--- config.mk ---
export PLATFORM = sky130hd
export DESIGN_NAME = sdpb_line_ctrl_flat
export DESIGN_NICKNAME = d
export VERILOG_FILES = /design/src/rtl/sdpb_line_ctrl_if.sv /design/src/rtl/sdpb_line_ctrl.sv /design/src/flat_wrapper.sv
export SDC_FILE = /design/constraint.sdc
export NUM_CORES = 1
export LEC_CHECK = 0
export BUFFER_PORTS_ARGS = -buffer_cell sky130_fd_sc_hd__buf_2
export CAP_MARGIN = 0
export CORE_ASPECT_RATIO = 1.5
export CORE_UTILIZATION = 58
export DETAILED_ROUTE_END_ITERATION = 6
export GPL_ROUTABILITY_DRIVEN = 0
export HOLD_SLACK_MARGIN = 0.03
export PLACE_DENSITY = 0.81
export SETUP_SLACK_MARGIN = 0.2
export SYNTH_ARGS = -nofsm -noshare
export SYNTH_HDL_FRONTEND = slang
export SYNTH_SLANG_ARGS = --single-unit
--- constraint.sdc ---
create_clock -name clk -period 5.6 [get_ports clk]
set_clock_uncertainty 0.15 [all_clocks]
set_input_delay 0.56 -clock clk [delete_from_list [all_inputs] [get_ports clk]]
set_output_delay 0.56 -clock clk [all_outputs]
set_load 0.1 [all_outputs]
--- src/rtl/sdpb_line_ctrl_if.sv ---
// Camera, RAM and drain-stream signals of the double-buffered line controller.
// slave = controller side, master = environment (camera, RAM, consumer).
interface sdpb_line_ctrl_if;
  logic        frame_start;
  logic        pix_valid;
  logic [15:0] pix_data;
  logic        line_end;

  logic        ram_cea;
  logic [10:0] ram_ada;
  logic [15:0] ram_din;
  logic        ram_ceb;
  logic [10:0] ram_adb;
  logic        ram_oce;
  logic [15:0] ram_dout;

  // Drain stream: a word moves on a cycle where out_valid and out_ready are both 1;
  // while out_valid=1 and out_ready=0, out_data/out_last hold their values.
  logic        out_valid;
  logic [15:0] out_data;
  logic        out_last;
  logic        out_ready;

  logic        line_avail;
  logic        overflow;
  logic [7:0]  drop_cnt;
  logic [3:0]  dbg_bank_st;

  modport slave (
    input  frame_start, pix_valid, pix_data, line_end, ram_dout, out_ready,
    output ram_cea, ram_ada, ram_din, ram_ceb, ram_adb, ram_oce,
           out_valid, out_data, out_last, line_avail, overflow, drop_cnt, dbg_bank_st
  );

  modport master (
    output frame_start, pix_valid, pix_data, line_end, ram_dout, out_ready,
    input  ram_cea, ram_ada, ram_din, ram_ceb, ram_adb, ram_oce,
           out_valid, out_data, out_last, line_avail, overflow, drop_cnt, dbg_bank_st
  );
endinterface

--- src/rtl/sdpb_line_ctrl.sv ---
// Ping-pong line buffer: camera lines fill one 1024-word RAM bank while the other
// bank drains through a 2-cycle pipelined read port into a 3-entry output FIFO.
module sdpb_line_ctrl #(
  parameter int LINE_WORDS = 640
) (
  input  logic             clk,
  input  logic             reset_n,
  sdpb_line_ctrl_if.slave  bus
);

  typedef enum logic [1:0] {
    B_EMPTY    = 2'd0,
    B_FILLING  = 2'd1,
    B_FULL     = 2'd2,
    B_DRAINING = 2'd3
  } bank_st_e;

  localparam logic [10:0] LW = 11'(LINE_WORDS);

  bank_st_e    st_q [2];
  bank_st_e    st_d [2];
  logic [10:0] len_q [2];
  logic [10:0] len_d [2];
  logic        w_q, w_d, r_q, r_d, drop_q, drop_d;
  logic [10:0] cnt_q, cnt_d, rd_idx_q, rd_idx_d;
  logic        ovf_q, ovf_d;
  logic [7:0]  dcnt_q, dcnt_d;
  logic        cea_q, cea_d;
  logic [10:0] ada_q, ada_d;
  logic [15:0] din_q, din_d;
  logic        p1_q, p1_d, p1_last_q, p1_last_d;
  logic        p2_q, p2_d, p2_last_q, p2_last_d;
  logic [16:0] fifo_q [3];
  logic [16:0] fifo_d [3];
  logic [1:0]  fwr_q, fwr_d, frd_q, frd_d, fcnt_q, fcnt_d;

  logic        issue, issue_last, pop, busy_w;
  logic [2:0]  credit_used;
  logic [16:0] head;

  // A read may only be issued if its word is guaranteed a FIFO slot on return.
  assign credit_used = {2'b00, p1_q} + {2'b00, p2_q} + {1'b0, fcnt_q};
  assign issue       = (st_q[r_q] == B_DRAINING) && (rd_idx_q < len_q[r_q]) && (credit_used < 3'd3);
  assign issue_last  = (rd_idx_q == (len_q[r_q] - 11'd1));
  assign head        = fifo_q[frd_q];
  assign pop         = (fcnt_q != 2'd0) && bus.out_ready;

  always_comb begin
    for (int i = 0; i < 2; i++) begin
      st_d[i]  = st_q[i];
      len_d[i] = len_q[i];
    end
    for (int i = 0; i < 3; i++) fifo_d[i] = fifo_q[i];
    w_d       = w_q;
    r_d       = r_q;
    drop_d    = drop_q;
    cnt_d     = cnt_q;
    rd_idx_d  = rd_idx_q;
    ovf_d     = ovf_q;
    dcnt_d    = dcnt_q;
    cea_d     = 1'b0;
    ada_d     = ada_q;
    din_d     = din_q;
    fwr_d     = fwr_q;
    frd_d     = frd_q;
    fcnt_d    = fcnt_q;
    p1_d      = issue;
    p1_last_d = issue_last;
    p2_d      = p1_q;
    p2_last_d = p1_last_q;
    busy_w    = 1'b0;

    if (st_q[r_q] == B_FULL) begin
      st_d[r_q] = B_DRAINING;
      rd_idx_d  = 11'd0;
    end
    if (issue) rd_idx_d = rd_idx_q + 11'd1;

    if (p2_q) begin
      fifo_d[fwr_q] = {p2_last_q, bus.ram_dout};
      fwr_d         = (fwr_q == 2'd2) ? 2'd0 : fwr_q + 2'd1;
    end
    if (pop) begin
      frd_d = (frd_q == 2'd2) ? 2'd0 : frd_q + 2'd1;
      if (head[16]) begin
        st_d[r_q] = B_EMPTY;
        r_d       = ~r_q;
        rd_idx_d  = 11'd0;
      end
    end
    case ({p2_q, pop})
      2'b10:   fcnt_d = fcnt_q + 2'd1;
      2'b01:   fcnt_d = fcnt_q - 2'd1;
      default: fcnt_d = fcnt_q;
    endcase

    // frame_start overrides everything above; a same-cycle pixel then lands in bank 0.
    if (bus.frame_start) begin
      st_d[0]  = B_EMPTY;
      st_d[1]  = B_EMPTY;
      w_d      = 1'b0;
      r_d      = 1'b0;
      cnt_d    = 11'd0;
      drop_d   = 1'b0;
      rd_idx_d = 11'd0;
      p1_d     = 1'b0;
      p2_d     = 1'b0;
      fwr_d    = 2'd0;
      frd_d    = 2'd0;
      fcnt_d   = 2'd0;
    end

    busy_w = (st_d[w_d] == B_FULL) || (st_d[w_d] == B_DRAINING);
    if (drop_d) begin
      if (bus.line_end) drop_d = 1'b0;
    end else if (busy_w) begin
      // Retry after a drop found the bank still occupied: drop this line too.
      if (bus.pix_valid) begin
        ovf_d  = 1'b1;
        dcnt_d = (dcnt_d == 8'hFF) ? dcnt_d : dcnt_d + 8'd1;
        drop_d = ~bus.line_end;
      end
    end else begin
      st_d[w_d] = B_FILLING;
      if (bus.pix_valid && (cnt_d < LW)) begin
        cea_d = 1'b1;
        ada_d = {w_d, cnt_d[9:0]};
        din_d = bus.pix_data;
        cnt_d = cnt_d + 11'd1;
      end
      if (bus.line_end && (cnt_d != 11'd0)) begin
        st_d[w_d]  = B_FULL;
        len_d[w_d] = cnt_d;
        cnt_d      = 11'd0;
        w_d        = ~w_d;
        if (st_d[w_d] != B_EMPTY) begin
          drop_d = 1'b1;
          ovf_d  = 1'b1;
          dcnt_d = (dcnt_d == 8'hFF) ? dcnt_d : dcnt_d + 8'd1;
        end
      end
    end
  end

  always_ff @(posedge clk or negedge reset_n) begin
    if (!reset_n) begin
      for (int i = 0; i < 2; i++) begin
        st_q[i]  <= B_EMPTY;
        len_q[i] <= 11'd0;
      end
      for (int i = 0; i < 3; i++) fifo_q[i] <= 17'd0;
      w_q       <= 1'b0;
      r_q       <= 1'b0;
      drop_q    <= 1'b0;
      cnt_q     <= 11'd0;
      rd_idx_q  <= 11'd0;
      ovf_q     <= 1'b0;
      dcnt_q    <= 8'd0;
      cea_q     <= 1'b0;
      ada_q     <= 11'd0;
      din_q     <= 16'd0;
      p1_q      <= 1'b0;
      p1_last_q <= 1'b0;
      p2_q      <= 1'b0;
      p2_last_q <= 1'b0;
      fwr_q     <= 2'd0;
      frd_q     <= 2'd0;
      fcnt_q    <= 2'd0;
    end else begin
      for (int i = 0; i < 2; i++) begin
        st_q[i]  <= st_d[i];
        len_q[i] <= len_d[i];
      end
      for (int i = 0; i < 3; i++) fifo_q[i] <= fifo_d[i];
      w_q       <= w_d;
      r_q       <= r_d;
      drop_q    <= drop_d;
      cnt_q     <= cnt_d;
      rd_idx_q  <= rd_idx_d;
      ovf_q     <= ovf_d;
      dcnt_q    <= dcnt_d;
      cea_q     <= cea_d;
      ada_q     <= ada_d;
      din_q     <= din_d;
      p1_q      <= p1_d;
      p1_last_q <= p1_last_d;
      p2_q      <= p2_d;
      p2_last_q <= p2_last_d;
      fwr_q     <= fwr_d;
      frd_q     <= frd_d;
      fcnt_q    <= fcnt_d;
    end
  end

  assign bus.ram_cea     = cea_q;
  assign bus.ram_ada     = ada_q;
  assign bus.ram_din     = din_q;
  assign bus.ram_ceb     = issue;
  assign bus.ram_adb     = {r_q, rd_idx_q[9:0]};
  assign bus.ram_oce     = 1'b1;
  assign bus.out_valid   = (fcnt_q != 2'd0);
  assign bus.out_data    = head[15:0];
  assign bus.out_last    = (fcnt_q != 2'd0) && head[16];
  assign bus.line_avail  = (st_q[r_q] == B_FULL);
  assign bus.overflow    = ovf_q;
  assign bus.drop_cnt    = dcnt_q;
  assign bus.dbg_bank_st = {st_q[1], st_q[0]};

endmodule

--- src/flat_wrapper.sv ---
// flat-port wrapper written by rule: the top's interface ports become plain ports
module sdpb_line_ctrl_flat 
#(
  parameter int LINE_WORDS = 640
)
  (clk, reset_n, bus_frame_start, bus_pix_valid, bus_pix_data, bus_line_end, bus_ram_dout, bus_out_ready, bus_ram_cea, bus_ram_ada, bus_ram_din, bus_ram_ceb, bus_ram_adb, bus_ram_oce, bus_out_valid, bus_out_data, bus_out_last, bus_line_avail, bus_overflow, bus_drop_cnt, bus_dbg_bank_st);
  sdpb_line_ctrl_if bus_i ();
  input  logic clk;
  input  logic reset_n;
  input wire logic [$bits(bus_i.frame_start)-1:0] bus_frame_start;
  input wire logic [$bits(bus_i.pix_valid)-1:0] bus_pix_valid;
  input wire logic [$bits(bus_i.pix_data)-1:0] bus_pix_data;
  input wire logic [$bits(bus_i.line_end)-1:0] bus_line_end;
  input wire logic [$bits(bus_i.ram_dout)-1:0] bus_ram_dout;
  input wire logic [$bits(bus_i.out_ready)-1:0] bus_out_ready;
  output wire logic [$bits(bus_i.ram_cea)-1:0] bus_ram_cea;
  output wire logic [$bits(bus_i.ram_ada)-1:0] bus_ram_ada;
  output wire logic [$bits(bus_i.ram_din)-1:0] bus_ram_din;
  output wire logic [$bits(bus_i.ram_ceb)-1:0] bus_ram_ceb;
  output wire logic [$bits(bus_i.ram_adb)-1:0] bus_ram_adb;
  output wire logic [$bits(bus_i.ram_oce)-1:0] bus_ram_oce;
  output wire logic [$bits(bus_i.out_valid)-1:0] bus_out_valid;
  output wire logic [$bits(bus_i.out_data)-1:0] bus_out_data;
  output wire logic [$bits(bus_i.out_last)-1:0] bus_out_last;
  output wire logic [$bits(bus_i.line_avail)-1:0] bus_line_avail;
  output wire logic [$bits(bus_i.overflow)-1:0] bus_overflow;
  output wire logic [$bits(bus_i.drop_cnt)-1:0] bus_drop_cnt;
  output wire logic [$bits(bus_i.dbg_bank_st)-1:0] bus_dbg_bank_st;
  assign bus_i.frame_start = bus_frame_start;
  assign bus_i.pix_valid = bus_pix_valid;
  assign bus_i.pix_data = bus_pix_data;
  assign bus_i.line_end = bus_line_end;
  assign bus_i.ram_dout = bus_ram_dout;
  assign bus_i.out_ready = bus_out_ready;
  assign bus_ram_cea = bus_i.ram_cea;
  assign bus_ram_ada = bus_i.ram_ada;
  assign bus_ram_din = bus_i.ram_din;
  assign bus_ram_ceb = bus_i.ram_ceb;
  assign bus_ram_adb = bus_i.ram_adb;
  assign bus_ram_oce = bus_i.ram_oce;
  assign bus_out_valid = bus_i.out_valid;
  assign bus_out_data = bus_i.out_data;
  assign bus_out_last = bus_i.out_last;
  assign bus_line_avail = bus_i.line_avail;
  assign bus_overflow = bus_i.overflow;
  assign bus_drop_cnt = bus_i.drop_cnt;
  assign bus_dbg_bank_st = bus_i.dbg_bank_st;
  sdpb_line_ctrl #(.LINE_WORDS(LINE_WORDS)) u_core (.clk(clk), .reset_n(reset_n), .bus(bus_i));
endmodule
==> flow_summary_export.csv, run 1 <==
group,metric,value,unit
yosys,yosys.area.top_type,"dfrtp_1",
grt,grt_max_degree,94,
clocking,clock_latency,0.42,ns
finish,drive_gt1_share,27.68,%
timing,final-max-slew-violation-count,0,
worst_setup_path,crit_path_max_fanout,22,
finish,n_antenna_cell,0,
floorplan,initial_utilization,59.71,%
yosys,syn_avg_cell_area,10.32,um^2
detailed_routing,ant_nets,0,
timing,whs,0.07123,ns
detailed_routing,viasPerCell,5.977,
yosys,synth.distinct_cells,63,
yosys,yosysWarnings,0,
clocking,cts_resized,0,
grt,first_global_vias,6151,
timing,final.period_utilization,77.91,%
power_and_ir_drop,vdd_drop_max,462.2,uV
clocking,cts_tree,"done",
status,status,"finished, final reports clean",
yosys,yosysTopAreaCellShare,47.97,%
worst_setup_path,arrival,3.65,ns
detailed_routing,drt_iter0_markers,357,
yosys,synth_ff_type,"dfrtp_1",
grt,grt_first_pass_wirelength,28910,um
detailed_routing,wl_per_cell,18.07,um
power_and_ir_drop,switching_power,0.001936,W
min_path,hp-class,"in -> async",
yosys,synth_most_common_cell,"dfrtp_1",
yosys,async_flop_share,100.0,%
timing,timing.fmax,229.2,MHz
floorplan,core,0.01302,mm^2
floorplan,num_rows,51,
timing,fin_crit,4.363,ns
grt,globalRoute.totalOverflow,0,
yosys,yosys_register_bits,149,
finish,n_fill_cell,980,
floorplan,fp.dieH,143.8,um
power_and_ir_drop,pwr-share-clk,25.8,%
floorplan,fp.dieW,96.52,um
worst_setup_path,cp-start-kind,"flip-flop",
timing,setup_violations,0,
placed_design,dp_hpwl,12840,um
clocking,post-cts-setup-buffers,0,
clocking,h-tree-depth,4,
grt,grtUsageTotal,27.37,%
detailed_routing,wl,18210,um
detailed_routing,vias,6025,
yosys,synth_edf_count,0,
timing,slew_headroom,22.76,%
power_and_ir_drop,seqPwrFrac,33.1,%
worst_setup_path,critPathKind,"reg -> out",
yosys,synthTopCellsByArea,"dfrtp_1 (48%), mux2_2 (11%), nand2_1 (6.0%)",
finish,area_delta_synth_final,14.12,%
power_and_ir_drop,power_density,467.9,mW/mm^2
power_and_ir_drop,swShare,46.66,%
finish,layout.area.seq,0.003729,mm^2
worst_setup_path,startpoint,"u_core.r_q",
power_and_ir_drop,intPower,0.002214,W
timing,worst_pin_slew,1.159,ns
finish,multi_input_area,0.003739,mm^2
timing,hold_viol,0,
floorplan,io_pins,111,
worst_setup_path,end_kind,"primary output",
clocking,cts_inserted_buffers,17,
power_and_ir_drop,power.leakage,4.218,nW
clocking,cts_root_buffer,"clkbuf_16",
yosys,netlist_instances,753,
clocking,cts.hold.buffers_added,0,
power_and_ir_drop,comb_power_share,41.1,%
timing,setup_tns,0,ns
detailed_routing,drtPass1Iterations,5,
detailed_routing,drc_errors,0,
floorplan,dieArea,0.01388,mm^2
clocking,clockBufferDepth,2,
yosys,ys_top_cells_by_count,"dfrtp_1 (149), nand2_1 (125), mux2_2 (73), o21ai_0 (49), nor2_1 (37)",
clocking,clock-sinks,149,
grt,antenna_found_initial,0,
yosys,syn_area,0.007772,mm^2
finish,fin_nets,892,
timing,rsz0062_at_grt,"no",
flow_run,maxCapViolations,0,
worst_setup_path,rr_startpoint,"u_core.r_q",
clocking,clk_pin_slew,0.06,ns
placed_design,io_buffers,109,
yosys,syn-num-nets,809,
yosys,seq_area_frac_synth,47.97,%
worst_setup_path,required,4.89,ns
final timing paths:
check	endpoint	slack [ns]	depth (start not counted)
worst min-delay path	u_core.fifo_q[9]	0.07	1
worst max-delay path	bus_ram_ceb	1.24	7
worst max register to register	u_core.rd_idx_q[10]	1.69	9
max in group asynchronous	u_core.rd_idx_q[8]	3.96	2
min in group clk	u_core.bus.ram_din[2]	0.18	3
worst min register to register	u_core.p2_last_q	0.20	0
critical path: stages (launching register included):
cell and delay, ns:
dfrtp_1 0.96, mux2i_1 0.41, ha_1 0.31, a211o_1 0.28, o2111ai_1 0.18, a21oi_1 0.11, o21ai_2 0.44, buf_2 0.52
placed cells by master (no fill, tap or decap), types with 3 or more instances in the layout:
master / instances
o21ai_0: 49
o211ai_1: 5
ha_1: 17
a31oi_1: 5
nor4b_1: 3
nand4_1: 4
o21a_1: 3
inv_1: 17
xnor2_1: 18
nand3_1: 15
buf_2: 108
or4_1: 4
a21oi_1: 18
nand2_1: 125
mux2_2: 73
nand3b_1: 5
a21o_1: 4
or2_2: 5
clkinvlp_4: 3
mux2i_1: 34
nor3_1: 12
clkinv_2: 3
and3_1: 8
nor2_1: 37
buf_4: 4
xor2_1: 17
clkbuf_16: 17
nor4_1: 7
a2111oi_0: 3
clkinv_4: 3
nand2b_1: 14
o22ai_1: 4
dfrtp_1: 149
inv_6: 4
nor2b_1: 10
power groups by stage:
| stage | Clock [W] | Combinational [W] | Sequential (W) |
|---|---|---|---|
| floorplan | 0 | 0.000963 | 0.00182 |
| global placement | 0 | 0.00166 | 0.00137 |
| detailed placement | 0 | 0.00170 | 0.00139 |
| CTS | 0.00108 | 0.00171 | 0.00137 |
| global route | 0.00113 | 0.00179 | 0.00139 |
| finish | 0.00107 | 0.00171 | 0.00137 |
state kept, by name, indices dropped and copies added (netlist names):
name	count
u_core.bus.dbg_bank_st	4
u_core.len_q	22
u_core.frd_q	2
u_core.fcnt_q	2
u_core.bus.ram_din	16
u_core.p2_q	1
u_core.fifo_q	51
u_core.bus.overflow	1
u_core.bus.drop_cnt	8
u_core.rd_idx_q	11
u_core.bus.ram_ada	11
u_core.p1_q	1
u_core.p2_last_q	1
u_core.w_q	1
u_core.p1_last_q	1
u_core.drop_q	1
u_core.r_q	1
u_core.bus.ram_cea	1
u_core.fwr_q	2
u_core.cnt_q	11
cell type report:
cell class	instances	area share (%)
Sequential cell	149	42.04
Multi-Input combinational cell	538	42.15
Clock buffer	18	4.838
Inverter	17	0.7194
Clock inverter	14	1.453
Timing Repair Buffer	113	6.559
Tap cell	159	2.243
metal layers:
| layer | share of wire, % | GRT usage [%] |
|---|---|---|
| met2 | 55 | 49.33 |
| met4 | 3.6 | 12.85 |
| met3 | 4.4 | 4.868 |
| met5 | 0 | 0 |
| met1 | 37 | 30.51 |
cells by family (layout without fill, tap and decap cells):
| kind of cell | Yosys count | count (layout) | share of synthesized area [%] |
|---|---|---|---|
| other | 1 | 1 | 0.04825 |
| and+or+nand+nor | 262 | 262 | 16.10 |
| AOI/OAI and AO/OA | 113 | 113 | 9.562 |
| adders and majority gates | 18 | 18 | 2.994 |
| DFF | 149 | 149 | 47.97 |
| muxes | 109 | 109 | 15.39 |
| buffers and inverters | 66 | 162 | 3.992 |
| xor gates and xnor gates | 35 | 35 | 3.944 |
metrics by stage:
| stage | utilization (%) | setup WS [ns] | std cells | total power, W | area (um^2) |
|---|---|---|---|---|---|
| floorplan | - | 1.415 | 753 | 0.002779 | 7772 |
| global placement | 63.85 | 1.544 | 976 | 0.003033 | 8312 |
| detailed placement | 63.85 | 1.422 | 976 | 0.003088 | 8312 |
| CTS | 68.14 | 1.254 | 1008 | 0.004161 | 8870 |
| global route | 68.14 | 1.095 | 1008 | 0.004318 | 8870 |
| finish | 68.14 | 1.237 | 1008 | 0.004150 | 8870 |
(Power assumes the default switching activity.)
==> run 2, diff against run 1 <==
- CORE_UTILIZATION: 58 -> 52
- PLACE_DENSITY: 0.81 -> 0.76
- clock period: 5.6 -> 3.7 ns (I/O delays scaled with it)
==> run 2 against run 1 <==
  * Cell area up 4.6%
  * Sequential power increased by 51%
  * Utilization fell by 4.6 points
  * Worst hold slack worse by 0.013 ns
  * Die area up 11%
  * Power grew 54%
  * Register-to-register slack lost 1.3 ns
  * Critical endpoint is now u_core.bus.drop_cnt[1]
  * Sequential share of layout area down 1.8 points
  * Setup slack worse by 0.88 ns
==> flow_summary_export.csv, run 2 (synthesis gave the netlist of run 1 again) <==
group,metric,value,unit
status,status,"finished, final reports clean",
timing,final.period_utilization,90.36,%
worst_setup_path,required,3.84,ns
finish,final_cell_mix,"dfrtp_1 (147), nand2_1 (125), buf_2 (107)",
floorplan,fp.dieH,151.7,um
power_and_ir_drop,power.leakage,4.369,nW
floorplan,num_rows,54,
worst_setup_path,r2r_setup_slack,0.36,ns
grt,first_global_vias,6001,
detailed_routing,drtPass1Iterations,4,
finish,drive_gt1_share,28.75,%
placed_design,dpl_worst_slack,0.1706,ns
placed_design,io_buffers,109,
finish,n_fill_cell,1248,
worst_setup_path,endpoint,"u_core.bus.drop_cnt[1]",
timing,slew_headroom,32.14,%
detailed_routing,viasPerCell,5.572,
finish,layout_commonest_cell,"dfrtp_1",
worst_setup_path,crit_path_max_fanout,9,
worst_setup_path,slowest_stage,"or4b_4",
flow_run,maxCapViolations,0,
min_path,hp-class,"in -> reg",
timing,timing.fmax,299.1,MHz
worst_setup_path,cp_num_cells,11,
grt,grtUsageTotal,24.39,%
finish,fin_cells,1077,
clocking,clock_latency,0.42,ns
timing,rsz0062_at_grt,"no",
floorplan,io_pins,111,
worst_setup_path,crit_path_cell_trace,"nand2b_1 > inv_1 > ha_1 > and4b_1 > o2111ai_2 > or4b_4 > a221oi_4 > a21oi_4 > mux2i_4 > or3_4 > mux2_1",
worst_setup_path,critPathMaxStageDelay,0.59,ns
timing,setup_ws,0.3565,ns
grt,grt_first_pass_wirelength,28880,um
timing,fin_crit,3.344,ns
clocking,clk_pin_slew,0.07,ns
worst_setup_path,startpoint,"u_core.cnt_q[0]",
finish,top_register,"u_core.fifo_q",
timing,setup_violations,0,
detailed_routing,ant_nets,0,
placed_design,dp_cells,1024,
timing,setup_tns,0,ns
grt,grt_max_degree,88,
worst_setup_path,r2r-end,"u_core.bus.drop_cnt[1]",
clocking,cts_tree,"done",
clocking,cts_root_buffer,"clkbuf_16",
worst_setup_path,r2r_cells,11,
timing,hold_viol,0,
worst_setup_path,critPathKind,"reg -> reg",
clocking,cts_inserted_buffers,17,
detailed_routing,drc_errors,0,
worst_setup_path,cp-start-kind,"flip-flop",
worst_setup_path,end_kind,"flip-flop",
placed_design,dp_hpwl,12440,um
finish,fin_nets,923,
clocking,h-tree-depth,4,
power_and_ir_drop,vdd_drop_max,487.1,uV
worst_setup_path,cp_top_family,"simple AND/OR/NAND/NOR gates",
grt,antenna_found_initial,0,
clocking,clockBufferDepth,2,
worst_setup_path,rr_startpoint,"u_core.cnt_q[0]",
floorplan,fp.dieW,101.8,um
power_and_ir_drop,power.total,0.006400,W
grt,globalRoute.totalOverflow,0,
detailed_routing,wl,17810,um
floorplan,dieArea,0.01545,mm^2
worst_setup_path,critPathBufInv,1,
timing,worst_pin_slew,1.015,ns
floorplan,core,0.01459,mm^2
worst_setup_path,arrival,3.49,ns
detailed_routing,wl_per_cell,16.54,um
clocking,clock-sinks,149,
finish,area_delta_synth_final,19.32,%
finish,largest_register_ffs,51,
detailed_routing,drt_iter0_markers,334,
power_and_ir_drop,power_density,690.1,mW/mm^2
detailed_routing,vias,6001,
timing,final-max-slew-violation-count,0,
floorplan,initial_utilization,53.26,%
-- run 2: area by class of cell --
class | count | area, um^2 | area share [%]
Clock inverter | 14 | 141.4 | 1.525
Clock buffer | 18 | 439.2 | 4.736
Sequential cell | 149 | 3731 | 40.23
Antenna cell | 1 | 2.502 | 0.02698
Timing Repair Buffer | 144 | 874.6 | 9.431
Inverter | 17 | 63.81 | 0.6881
Multi-Input combinational cell | 538 | 3776 | 40.72
Tap cell | 196 | 245.2 | 2.644
-- run 2: how the worst min path moves through the flow --
stage / startpoint / end / slack [ns] / cells past startpoint
global route: bus_ram_dout[2] / u_core.fifo_q[36] / 0.05 / 2
CTS: bus_ram_dout[2] / u_core.fifo_q[19] / 0.05 / 2
detailed placement: u_core.p1_last_q / u_core.p2_last_q / 0.19 / 0
finish: bus_ram_dout[2] / u_core.fifo_q[36] / 0.06 / 2
global placement: u_core.p1_last_q / u_core.p2_last_q / 0.19 / 0
floorplan: reset_n / u_core.bus.dbg_bank_st[0] / -0.08 / 0
-- run 2: power breakdown --
part	switching, W	internal (W)
clock network	0.000727	0.000963
registers	0.000188	0.00188
logic	0.00205	0.000591
total	0.00297	0.00343
-- run 2: routing by layer --
layer / track usage [%] / share of wire, % / wire (um) / up-vias
met3: 3.578 / 3.7 / 655 / 54
met4: 15.36 / 4.2 / 748 / 0
li1: - / - / - / 2849
met5: 0 / 0 / 0 / -
met1: 27.05 / 40 / 7112 / 2945
met2: 43.38 / 52 / 9295 / 153
-- run 2: repair_timing --
item                       CTS  global route
pin swaps                    1             0
hold buffers                18             0
setup buffers                2             0
gates resized for setup      0             2
setup endpoints to repair    1             3
hold endpoints to repair   101             0
cloned                       0             0
-- run 2: per-stage QoR --
step | hold slack, ns | utilization [%] | area, um^2
global route | 0.04973 | 63.53 | 9271
CTS | 0.05063 | 63.49 | 9265
floorplan | -0.07559 | - | 7814
finish | 0.05865 | 63.55 | 9274
detailed placement | 0.1918 | 58.17 | 8489
global placement | 0.1857 | 58.17 | 8489
